## src/rtl/spi_pin_conditioner.sv

```systemverilog
// SPI pin front end: 2-FF synchronizers, persistence glitch filters,
// clean levels, edge strobes and cs-qualified sclk strobes.
module spi_pin_conditioner #(
  parameter int WAIT_TIME = 10,
  parameter int CNT_W     = 4
) (
  input  logic clk,
  input  logic reset,
  input  logic sclk_pin,
  input  logic cs_pin,
  input  logic mosi_pin,
  output logic sclk_cond,
  output logic sclk_pe,
  output logic sclk_ne,
  output logic sclk_pe_act,
  output logic sclk_ne_act,
  output logic cs_cond,
  output logic frame_start,
  output logic frame_end,
  output logic mosi_cond
);

  // channel order: bit 0 sclk, bit 1 cs, bit 2 mosi
  localparam int NCH = 3;
  localparam logic [NCH-1:0] IDLE = 3'b010;
  localparam logic [CNT_W-1:0] LIMIT = CNT_W'(WAIT_TIME);

  logic [NCH-1:0]   raw;
  logic [NCH-1:0]   sync1;
  logic [NCH-1:0]   sync2;
  logic [NCH-1:0]   cond;
  logic [NCH-1:0]   pe;
  logic [NCH-1:0]   ne;
  logic [CNT_W-1:0] cnt [NCH];

  assign raw = {mosi_pin, cs_pin, sclk_pin};

  // two-flop synchronizer, reset to idle pin levels
  always_ff @(posedge clk) begin
    if (reset) begin
      sync1 <= IDLE;
      sync2 <= IDLE;
    end else begin
      sync1 <= raw;
      sync2 <= sync1;
    end
  end

  // persistence filter: a mismatch must survive WAIT_TIME+1 cycles
  always_ff @(posedge clk) begin
    for (int i = 0; i < NCH; i++) begin
      if (reset) begin
        cond[i] <= IDLE[i];
        cnt[i]  <= '0;
        pe[i]   <= 1'b0;
        ne[i]   <= 1'b0;
      end else if (sync2[i] == cond[i]) begin
        cnt[i] <= '0;
        pe[i]  <= 1'b0;
        ne[i]  <= 1'b0;
      end else if (cnt[i] < LIMIT) begin
        cnt[i] <= cnt[i] + 1'b1;
        pe[i]  <= 1'b0;
        ne[i]  <= 1'b0;
      end else begin
        cond[i] <= sync2[i];
        cnt[i]  <= '0;
        pe[i]   <= sync2[i];
        ne[i]   <= ~sync2[i];
      end
    end
  end

  assign sclk_cond   = cond[0];
  assign sclk_pe     = pe[0];
  assign sclk_ne     = ne[0];
  assign cs_cond     = cond[1];
  assign frame_start = ne[1];
  assign frame_end   = pe[1];
  assign mosi_cond   = cond[2];

  // sclk strobes count only while the frame (cs low) is open
  assign sclk_pe_act = pe[0] & ~cond[1];
  assign sclk_ne_act = ne[0] & ~cond[1];

endmodule

```

## config.mk

```make
export PLATFORM = sky130hd
export DESIGN_NAME = spi_pin_conditioner
export DESIGN_NICKNAME = d
export VERILOG_FILES = /design/src/rtl/spi_pin_conditioner.sv
export SDC_FILE = /design/constraint.sdc
export NUM_CORES = 1
export LEC_CHECK = 0
export CAP_MARGIN = 20
export CORE_MARGIN = 4
export CORE_UTILIZATION = 37
export CTS_CLUSTER_DIAMETER = 120
export CTS_CLUSTER_SIZE = 12
export DETAILED_ROUTE_END_ITERATION = 10
export GPL_TIMING_DRIVEN = 0
export PLACE_DENSITY_LB_ADDON = 0.08
export SLEW_MARGIN = 20
export SYNTH_ARGS = -nofsm -noshare
export SYNTH_HDL_FRONTEND = slang
export SYNTH_SLANG_ARGS = --single-unit
```

## constraint.sdc

```tcl
create_clock -name clk -period 1.5 [get_ports clk]
set_input_delay 0.15 -clock clk [delete_from_list [all_inputs] [get_ports clk]]
set_output_delay 0.15 -clock clk [all_outputs]
set_load 0.02 [all_outputs]
```

# After elaboration in Yosys (flattened, before gate mapping)
# Memories as Yosys holds them, arrays and structs flattened.
# Index checks and enable logic that the tools add are counted.
# op_classes
add_sub_neg	3
eq_ne	3
bitwise	20
n_lt_le_gt_ge	3
n_reduce_logical	5
muxes	44
# op_table
cell	n
$mux W4	9
$mux W1	35
$add A4 B1 Y4 const B	3
$lt A4 B4 Y1 const B	3
$not A1 Y1	9
$or A1 B1 Y1	9
$reduce_and A2 Y1	3
$reduce_or A3 Y1	2
$eq A1 B1 Y1	3
$and A1 B1 Y1	2
# totals
input_bits	5
reg_bits	13
mem_count	1
ram_bits	12
# memory_table
memory	depth	width	rd	rd_ports_with_merged_regs	write_ports	line	source
cnt	3	4	3	0	3	34	logic [CNT_W-1:0] cnt [NCH];

# Longest topological paths before layout
# Gate-level depths: netlist of run 1.
# depth
word_depth	7
depth_mapped	3
ltp_nobuf	3

# Worst setup path after synthesis of run 1
# No wires, ideal clock.
# synth_timing
path_kind	reg-to-reg
from	memory cnt[2][2]
to	memory cnt[2][2], data pin
setup_time_ps	138
t_arrival_ps	1081
path_slack_ps	281
stages_incl_launch_ff	4
period_less_slack_ps	1219
required_time_ps	1362
cell_sequence	edfxtp_1 -> o21a_1 -> or3_4 -> nor2_1
# synth_rtl
item	line
start: declaration	34

# Final worst setup path of run 1
# layout_timing
from	register pe[0]
to	output port sclk_pe
# layout_rtl
item	line	source
start: declaration	32	logic [NCH-1:0] pe;
start signal: indexed assignment	68	pe[i] <= sync2[i];
end: declaration	13	output logic sclk_pe,
# No word-level cell between the ends.

==> results.txt, run 1 <==
----------------------------------------------------
[Clocking]
  Number of buffers created by CTS ... 3
  TritonCTS clock tree ... done
  Clock insertion delay at the later pin of the skew report ... 0.31 ns
  Root buffer selected by CTS ... sky130_fd_sc_hd__clkbuf_4
  Clock-pin slew on the worst setup and hold paths ... 0.13 ns
  TritonCTS sink count ... 25
  Post-CTS setup buffer count ... 0
  Clock buffer depth ... 2
  Htree depth ... 1

[Timing]
  Period utilization ... 94.75%
  Clock period minus final worst setup slack ... 1.421 ns
  Maximum clock frequency ... 703.6 MHz
  Number of failing setup endpoints in the final timing report ... 0
  Final max-slew violation count ... 0
  Number of failing hold endpoints at the final stage ... 0
  Clk_skew ... 0.003865 ns
  Unrepaired setup endpoints after global routing ... false
  Accumulated negative setup slack ... 0 ns

[Pwr]
  Power density over the cells ... 917.2 nW/um^2
  Static power due to leakage ... 0.5254 nW
  Peak supply drop ... 0.5660 mV

[GRT]
  Overflow after GRT ... 0
  Vias in the first global route ... 630
  Wire length of the first global-routing pass ... 2.739 mm
  Pin count of the biggest net entering global routing ... 14
  GR Util All Layers ... 10.69%
  Number of antenna violations at the first check in global routing ... 0

[Floorplan]
  Die Height ... 59.59 um
  Die area ... 3551 um^2
  Floorplan core area ... 2500 um^2
  Initial Util ... 39.39%
  Number of placement rows ... 18
  Die width ... 59.59 um
  I/O pins ... 14

[Yosys]
  Mean cell area of the mapped netlist ... 12.01 um^2
  Area of the mapped netlist ... 984.7 um^2
  Count of synthesis-stage warnings from yosys ... 0
  Share of synthesized area occupied by flip-flops and latches ... 63.02%
  Syn Inst Count ... 82
  Post-synthesis register bit count ... 25
  Number of distinct standard cells referenced by the synthesized netlist ... 18

[Status]
  Status ... finished, final reports clean

[Job]
  Maxcap violations ... 0

[Placed design]
  DPL Wire Length ... 1.215 mm
  Instance count after placement with tap cells included ... 136
  Placed Instance Area ... 1194 um^2
  RD Place Congestion ... 0.7054
  Buffers added on ports ... 13

[Drt]
  Detailed-route wire length ... 1.583 mm
  Initial DRC Count ... 3
  Via density per instance ... 4.379
  Length of the first detailed-routing pass in iterations ... 2
  Number of nets still failing antenna checks after routing ... 0
  Vias post-DR ... 613
  Routed length per placed instance ... 11.31 um
  DRC violations left ... 0

[Worst setup path]
  Number of buffer and inverter stages on the critical path ... 1
  Startpoint-to-endpoint class of the critical path ... flip-flop to primary output
  WP data required ... 1.35 ns
  Launching instance or port of the critical path ... pe[0]$_SDFF_PP0_
  Delay of the slowest cell on the worst path ... 0.61 ns
  Data arrival at the endpoint of the critical path ... 1.27 ns
  Reg-to-Reg Start ... cnt[1][2]$_SDFFCE_PP0P_
  Maximum fanout along the worst path ... 2
  Critical path endpoint category ... primary output
  Type of element launching the critical path ... flip-flop
  Worst path cell trace ... clkdlybuf4s50_1
  Slowest stage cell on the critical path ... sky130_fd_sc_hd__clkdlybuf4s50_1
  Crit path max-delay family ... buffers and inverters

[Layout]
  Net total in the final layout ... 119
  Sequential cell area ... 620.6 um^2
  Area of the multi-input gates ... 386.6 um^2
  Final Cell Area ... 1220 um^2
  Ant diodes ... 0
  Synth-to-layout area growth ... 23.89%
  Layout filler cell count ... 248
  Post-route insts no fill ... 140
  Commonest non-fill, non-tap cell in the layout ... sky130_fd_sc_hd__nor2_1
  Fin util ... 48.80%
  Fraction of layout instances using a drive strength above 1 ... 5.455%
  Most frequent cells in the layout ... sky130_fd_sc_hd__nor2_1, sky130_fd_sc_hd__dfxtp_1, sky130_fd_sc_hd__edfxtp_1, sky130_fd_sc_hd__conb_1, sky130_fd_sc_hd__clkdlybuf4s50_1

[Min path]
  Hold wc startpoint ... sclk_pin
  Worst hold path type ... input pin to flip-flop

----------------------------------------------------
final cells by class:
cell class / count / share of cell area, %
well taps: 30 / 3.077
plain buffers: 1 / 0.3077
clock buffers: 4 / 2.154
multi-input cells: 63 / 31.69
repair buffers: 13 / 10.67
inverters: 4 / 1.231
flip-flops and latches: 25 / 50.87
per-layer routing:
metal / wire length [um] / GRT usage [%]
met5: 0 / 0
met4: 15 / 5.696
met3: 73 / 2.397
met2: 773 / 16.85
met1: 720 / 13.55
flip-flops by register name (all words and copies together) (netlist names):
| signal | flops |
|---|---|
| sync2 | 3 |
| cnt | 12 |
| pe | 2 |
| sync1 | 3 |
| cond | 3 |
| ne | 2 |
cells in the mapped netlist:
master                     instances  area, um^2
sky130_fd_sc_hd__conb_1            1       3.750
sky130_fd_sc_hd__ha_1              3       37.54
sky130_fd_sc_hd__edfxtp_1         12       360.4
sky130_fd_sc_hd__xor2_1            5       43.79
sky130_fd_sc_hd__inv_1             4       15.01
sky130_fd_sc_hd__nand3_1           5       25.02
sky130_fd_sc_hd__or3_4             1       11.26
sky130_fd_sc_hd__clkbuf_1          1       3.750
sky130_fd_sc_hd__nand2_1           1       3.750
sky130_fd_sc_hd__nor2_1           14       52.55
sky130_fd_sc_hd__dfxtp_1          13       260.3
sky130_fd_sc_hd__mux2i_1           3       30.03
sky130_fd_sc_hd__o21a_1            1       7.510
sky130_fd_sc_hd__xnor2_1           4       35.03
sky130_fd_sc_hd__nor2b_1           6       37.54
sky130_fd_sc_hd__nor4b_1           4       35.03
sky130_fd_sc_hd__or2_2             2       12.51
sky130_fd_sc_hd__o21ai_1           2       10.01
cell families after synthesis:
logic type	count (synthesis)	synth area share [%]
AND/OR/NAND/NOR	33	18.04
flip-flops	25	63.02
XOR/XNOR	9	8.005
buffers and inverters	5	1.905
adder cells (fa/ha/maj)	3	3.812
AO/OA/AOI/OAI	3	1.779
multiplexers	3	3.050
other	1	0.3808
report_power, final:
part / switching (mW) / internal [mW] / total, mW
Sequential: 0.0170 / 0.739 / 0.756
Combinational: 0.0359 / 0.0350 / 0.0709
Clock: 0.188 / 0.104 / 0.292
metrics by stage:
step | hold WS (ns) | setup WS [ns] | total power [mW]
CTS | 0.3683 | 0.003783 | 1.140
global placement | 0.3946 | 0.1355 | 0.8394
floorplan | 0.2216 | 0.2806 | 0.8146
finish | 0.3796 | 0.07868 | 1.119
detailed placement | 0.3960 | 0.1284 | 0.8419
global route | 0.3689 | 0.001134 | 1.191
repair_timing:
item / 4_1_cts / 5_1_grt
resized for setup: 4 / 2
hold buffers: 0 / 0
hold endpoints to repair: 0 / 0
endpoints found under the setup margin: 4 / 2
path summary, 6_finish.rpt:
kind,to,slack [ns],depth (start not counted)
setup / recovery,sclk_pe,0.08,1
hold / removal,sync1[0]$_SDFF_PP0_,0.38,2
setup reg to reg,cnt[1][3]$_SDFFCE_PP0P_,0.14,3
hold reg to reg,sync2[1]$_SDFF_PP1_,0.43,1
No activity file was read; power rests on OpenSTA's default activity.
==> inputs of run 2 (changes only) <==
--- a/config.mk
+++ b/config.mk
@@ -8,6 +8,7 @@
 export CAP_MARGIN = 20
 export CORE_MARGIN = 4
 export CORE_UTILIZATION = 37
+export CTS_BUF_LIST = sky130_fd_sc_hd__clkbuf_16
 export CTS_CLUSTER_DIAMETER = 120
 export CTS_CLUSTER_SIZE = 12
 export DETAILED_ROUTE_END_ITERATION = 10
==> results.txt, run 2 (same netlist as run 1, synthesis figures left out) <==
----------------------------------------------------
[Clocking]
  Clock insertion delay at the later pin of the skew report ... 0.25 ns
  CTS Hold Buffers Added ... 0
  TritonCTS clock tree ... done
  Post-CTS setup buffer count ... 0
  Clock buffer depth ... 2
  Clock-pin slew on the worst setup and hold paths ... 0.06 ns
  Htree depth ... 1
  Root buffer selected by CTS ... sky130_fd_sc_hd__clkbuf_16
  Number of buffers created by CTS ... 3
  TritonCTS sink count ... 25

[Floorplan]
  Die Height ... 59.59 um
  Die width ... 59.59 um
  Number of placement rows ... 18
  I/O pins ... 14
  Initial Util ... 39.39%
  Floorplan core area ... 2500 um^2
  Die area ... 3551 um^2

[Worst setup path]
  Type of element launching the critical path ... flip-flop
  Delay of the slowest cell on the worst path ... 0.63 ns
  FF-to-FF End ... cnt[1][3]$_SDFFCE_PP0P_
  Slowest stage cell on the critical path ... sky130_fd_sc_hd__clkdlybuf4s50_1
  Worst path cell trace ... clkdlybuf4s50_1
  Levels on crit path ... 1
  Maximum fanout along the worst path ... 5
  Launching instance or port of the critical path ... cond[0]$_SDFFE_PP0N_
  Worst r2r path cells ... 3
  Startpoint-to-endpoint class of the critical path ... flip-flop to primary output
  Slack of the worst reg-to-reg path ... 0.16 ns
  Number of buffer and inverter stages on the critical path ... 1
  Data arrival at the endpoint of the critical path ... 1.29 ns
  Critical path endpoint category ... primary output
  Crit path capture ... sclk_cond
  WP data required ... 1.35 ns
  Reg-to-Reg Start ... cnt[1][2]$_SDFFCE_PP0P_
  Crit path max-delay family ... buffers and inverters

[Timing]
  Accumulated negative setup slack ... 0 ns
  Clk_skew ... 0.001467 ns
  Unrepaired setup endpoints after global routing ... false
  Number of failing setup endpoints in the final timing report ... 0
  Final worst hold slack ... 0.4127 ns
  Maximum clock frequency ... 693.2 MHz
  Period utilization ... 96.17%
  Final max-slew violation count ... 0
  Clock period minus final worst setup slack ... 1.443 ns
  Number of failing hold endpoints at the final stage ... 0

[Layout]
  Synth-to-layout area growth ... 28.84%
  Largest register by flop count ... cnt
  Most frequent cells in the layout ... sky130_fd_sc_hd__nor2_1, sky130_fd_sc_hd__dfxtp_1, sky130_fd_sc_hd__edfxtp_1, sky130_fd_sc_hd__conb_1, sky130_fd_sc_hd__clkdlybuf4s50_1
  Net total in the final layout ... 119
  Fin util ... 50.75%
  Commonest non-fill, non-tap cell in the layout ... sky130_fd_sc_hd__nor2_1
  Ant diodes ... 0
  Layout filler cell count ... 240
  Fraction of layout instances using a drive strength above 1 ... 5.455%
  Number of flip-flops under the largest register name ... 12

[Drt]
  Routed length per placed instance ... 11.29 um
  Length of the first detailed-routing pass in iterations ... 4
  Vias post-DR ... 609
  Initial DRC Count ... 7
  Detailed-route wire length ... 1.580 mm
  Via density per instance ... 4.350
  Number of nets still failing antenna checks after routing ... 0
  DRC violations left ... 0

[GRT]
  Wire length of the first global-routing pass ... 2.760 mm
  Number of antenna violations at the first check in global routing ... 0
  Overflow after GRT ... 0
  Pin count of the biggest net entering global routing ... 14
  Vias in the first global route ... 636
  GR Util All Layers ... 10.88%

[Min path]
  Worst hold path type ... flip-flop to flip-flop

[Pwr]
  Power density over the cells ... 1103 nW/um^2
  Peak supply drop ... 0.6572 mV
  Static power due to leakage ... 0.5109 nW

[Job]
  Maxcap violations ... 0

[Placed design]
  RD Place Congestion ... 0.7054
  Buffers added on ports ... 13
  DPL Wire Length ... 1.215 mm

[Status]
  Status ... finished, final reports clean

----------------------------------------------------
-- run 2: cell count changes in the layout (fill, tap and decap cells not counted), sizes merged --
cell and change:
clkdlybuf4s50 +3, dlymetal6s2s -2, clkbuf -1, dlygate4sd2 -1, inv +1
-- run 2: worst min-delay path by stage --
stage / startpoint / end / slack [ns] / cells past startpoint
floorplan: reset / sync1[2]$_SDFF_PP0_ / 0.22 / 1
global placement: sync1[1]$_SDFF_PP1_ / sync2[1]$_SDFF_PP1_ / 0.39 / 1
detailed placement: sync1[1]$_SDFF_PP1_ / sync2[1]$_SDFF_PP1_ / 0.40 / 1
CTS: sync1[1]$_SDFF_PP1_ / sync2[1]$_SDFF_PP1_ / 0.41 / 1
global route: sync1[1]$_SDFF_PP1_ / sync2[1]$_SDFF_PP1_ / 0.44 / 1
finish: sync1[1]$_SDFF_PP1_ / sync2[1]$_SDFF_PP1_ / 0.41 / 1
-- run 2: power breakdown --
group,switching (mW),internal [mW]
registers,0.0170,0.739
clock network,0.216,0.356
logic,0.0358,0.0354
total,0.269,1.13
-- run 2: repair_timing --
item	4_1_cts	5_1_grt
resized for setup	3	0
endpoints found under the hold margin	0	0
endpoints found under the setup margin	3	0
-- run 2: stage by stage --
stage / cell area (um^2) / power, mW / worst slack [ns] / instances
after detailed placement: 1194 / 0.8419 / 0.1284 / 136
after floorplan: 1026 / 0.8146 / 0.2806 / 93
after global placement: 1194 / 0.8394 / 0.1355 / 136
final: 1269 / 1.399 / 0.05747 / 140
after CTS: 1269 / 1.416 / 0.06153 / 140
after global routing: 1269 / 1.472 / 0.01791 / 140
-- run 2: layout make-up --
class | count | area, um^2 | share of cell area [%]
inverter | 4 | 15.01 | 1.183
tap | 30 | 37.54 | 2.959
sequential | 25 | 620.6 | 48.92
buffer | 1 | 3.754 | 0.2959
multi-input combinational | 63 | 386.6 | 30.47
clock inverter | 1 | 3.754 | 0.2959
clock buffer | 3 | 75.07 | 5.917
timing repair buffer | 13 | 126.4 | 9.961
-- run 2: metal layers --
metal	wire [um]	GRT usage [%]	share of wire [%]
met1	737	13.70	47
met2	760	16.85	48
met3	69	3.050	4.4
met4	12	5.696	0.76
met5	0	0	0
==> inputs of run 3 (changes only) <==
--- a/config.mk
+++ b/config.mk
@@ -5,6 +5,7 @@
 export SDC_FILE = /design/constraint.sdc
 export NUM_CORES = 1
 export LEC_CHECK = 0
+export ABC_AREA = 1
 export CAP_MARGIN = 20
 export CORE_MARGIN = 4
 export CORE_UTILIZATION = 37
==> constraint.sdc (replaced) <==
create_clock -name clk -period 1.5 [get_ports clk]
set_input_delay 0.375 -clock clk [delete_from_list [all_inputs] [get_ports clk]]
set_output_delay 0.375 -clock clk [all_outputs]
set_load 0.02 [all_outputs]
==> results.txt, run 3 <==
----------------------------------------------------
[Timing]
  Number of failing setup endpoints in the final timing report ... 0
  Clock period minus final worst setup slack ... 1.449 ns
  Final max-slew violation count ... 0
  Accumulated negative setup slack ... 0 ns
  Maximum clock frequency ... 690.3 MHz
  Period utilization ... 96.58%
  Unrepaired setup endpoints after global routing ... false
  Clk_skew ... 0.003009 ns
  Number of failing hold endpoints at the final stage ... 0

[GRT]
  Overflow after GRT ... 0
  Wire length of the first global-routing pass ... 2.608 mm
  Vias in the first global route ... 679
  GR Util All Layers ... 9.071%
  Number of antenna violations at the first check in global routing ... 0
  Pin count of the biggest net entering global routing ... 16

[Worst setup path]
  WP data required ... 1.12 ns
  Slowest stage cell on the critical path ... sky130_fd_sc_hd__dfxtp_1
  Type of element launching the critical path ... flip-flop
  Maximum fanout along the worst path ... 6
  Critical path endpoint category ... primary output
  Worst path cell trace ... nor2_1 -> dlygate4sd2_1
  Delay of the slowest cell on the worst path ... 0.43 ns
  Data arrival at the endpoint of the critical path ... 1.07 ns
  Launching instance or port of the critical path ... cond[1]$_SDFFE_PP1N_
  Startpoint-to-endpoint class of the critical path ... flip-flop to primary output
  Reg-to-Reg Start ... cnt[2][0]$_SDFFCE_PP0P_

[Yosys]
  Syn Inst Count ... 127
  Most used standard cell by instance count after synthesis ... sky130_fd_sc_hd__nor2_1
  Share of synthesized area occupied by flip-flops and latches ... 57.41%
  Post-synthesis register bit count ... 25
  Count of synthesis-stage warnings from yosys ... 0
  Dominant cell type by area after synthesis ... sky130_fd_sc_hd__edfxtp_1
  Mean cell area of the mapped netlist ... 8.512 um^2
  Number of distinct standard cells referenced by the synthesized netlist ... 16
  Count of flip-flops with a built-in enable after synthesis ... 12
  Primary FF master, synth ... sky130_fd_sc_hd__dfxtp_1
  Post-synth top area share ... 33.33%
  Proportion of synthesized flip-flops having asynchronous set or reset ... 0%
  Cell types occupying the most area after synthesis ... sky130_fd_sc_hd__edfxtp_1, sky130_fd_sc_hd__dfxtp_1, sky130_fd_sc_hd__nor2_1
  Area of the mapped netlist ... 1081 um^2
  Most used standard cells in the synthesized netlist ... sky130_fd_sc_hd__nor2_1, sky130_fd_sc_hd__nand2_1, sky130_fd_sc_hd__inv_1

[Clocking]
  Root buffer selected by CTS ... sky130_fd_sc_hd__clkbuf_16
  Post-CTS setup buffer count ... 0
  Number of buffers created by CTS ... 3
  Clock-pin slew on the worst setup and hold paths ... 0.06 ns
  TritonCTS sink count ... 25
  Clock insertion delay at the later pin of the skew report ... 0.25 ns
  Clock buffer depth ... 2
  Htree depth ... 1
  CTS Hold Buffers Added ... 0
  TritonCTS clock tree ... done

[Drt]
  Initial DRC Count ... 27
  Via density per instance ... 4.172
  Routed length per placed instance ... 8.237 um
  Detailed-route wire length ... 1.532 mm
  Vias post-DR ... 776
  Number of nets still failing antenna checks after routing ... 0
  Length of the first detailed-routing pass in iterations ... 4
  DRC violations left ... 0

[Layout]
  Area of the multi-input gates ... 415.4 um^2
  Layout filler cell count ... 289
  Fraction of layout instances using a drive strength above 1 ... 7.097%
  Net total in the final layout ... 164
  Most frequent cells in the layout ... sky130_fd_sc_hd__nor2_1, sky130_fd_sc_hd__nand2_1, sky130_fd_sc_hd__inv_1
  Synth-to-layout area growth ... 26.04%
  Largest register by flop count ... cnt
  Ant diodes ... 0
  Number of flip-flops under the largest register name ... 12
  Commonest non-fill, non-tap cell in the layout ... sky130_fd_sc_hd__nor2_1
  Fin util ... 48.99%
  Sequential cell area ... 620.6 um^2

[Floorplan]
  I/O pins ... 14
  Number of placement rows ... 19
  Die area ... 3850 um^2
  Die Height ... 62.05 um
  Floorplan core area ... 2781 um^2
  Initial Util ... 38.87%
  Die width ... 62.05 um

[Min path]
  Worst hold path type ... flip-flop to flip-flop
  Hold wc startpoint ... sync1[2]$_SDFF_PP0_

[Pwr]
  Power density over the cells ... 1072 nW/um^2
  Net switching power of the design ... 307.2 uW
  Clock group share of total power ... 39.9%
  Design Power ... 1.461 mW
  Sequential share of power ... 52.9%
  Combinational fraction of design power ... 7.2%
  Share of total power consumed by net switching ... 21.03%
  Internal power component ... 1.154 mW
  Static power due to leakage ... 0.6366 nW
  Peak supply drop ... 0.6532 mV

[Placed design]
  DPL Wire Length ... 1.227 mm
  Buffers added on ports ... 13
  RD Place Congestion ... 0.7604

[Job]
  Maxcap violations ... 0

[Status]
  Status ... finished, final reports clean

----------------------------------------------------
## run 3: metal layers
metal	GRT usage, %	part of all wire [%]	up-vias
met3	2.479	3.5	2
met4	3.636	1.1	0
met2	15.38	50	10
met1	10.81	46	333
li1	-	-	431
met5	0	0	-
## run 3: what timing repair did
action | CTS | global route
resized for setup | 9 | 1
endpoints found under the hold margin | 0 | 0
endpoints found under the setup margin | 9 | 1
## run 3: worst paths after layout
path / end / slack (ns) / depth (start not counted)
hold / removal: sync2[2]$_SDFF_PP0_ / 0.41 / 2
setup / recovery: sclk_ne_act / 0.05 / 2
setup reg to reg: cnt[2][2]$_SDFFCE_PP0P_ / 0.37 / 3
hold reg to reg: sync2[2]$_SDFF_PP0_ / 0.41 / 2
## run 3: final cells by class
cell class,instances,area share [%]
inverters,23,6.336
well taps,31,2.847
clock buffers,3,5.510
multi-input cells,90,30.49
flip-flops and latches,25,45.55
repair buffers,13,8.815
clock inverters,1,0.4591
## run 3: cells by family after synthesis
kind of cell,share of synthesized area (%)
other,0.3469
adder cells (fa/ha/maj),3.473
flip-flops,57.41
buffers and inverters,7.986
AND/OR/NAND/NOR,27.89
AO/OA/AOI/OAI,0.4625
XOR/XNOR,2.431
## run 3: power groups by stage
stage               logic (mW)  registers [mW]  clock network (mW)
finish                   0.105           0.773               0.583
global route             0.124           0.778               0.636
CTS                      0.106           0.773               0.606
detailed placement       0.110           0.789                   0
global placement         0.108           0.788                   0
floorplan               0.0693           0.790                   0
## run 3: per-stage QoR
stage | setup slack (ns) | instances | cell area (um^2) | hold WS (ns)
after floorplan | 0.3626 | 138 | 1122 | 0.3883
after global placement | -0.1289 | 182 | 1291 | 0.4004
after detailed placement | -0.1273 | 182 | 1291 | 0.3987
after CTS | 0.03115 | 186 | 1361 | 0.4085
after global routing | 0.0009351 | 186 | 1363 | 0.4215
final | 0.05129 | 186 | 1363 | 0.4060
## run 3: critical path, delay by kind of cell (launching register included)
kind | cells | cell delay [ns]
buffers and inverters | 1 | 0.32
flip-flops | 1 | 0.43
AND/OR/NAND/NOR | 1 | 0.07
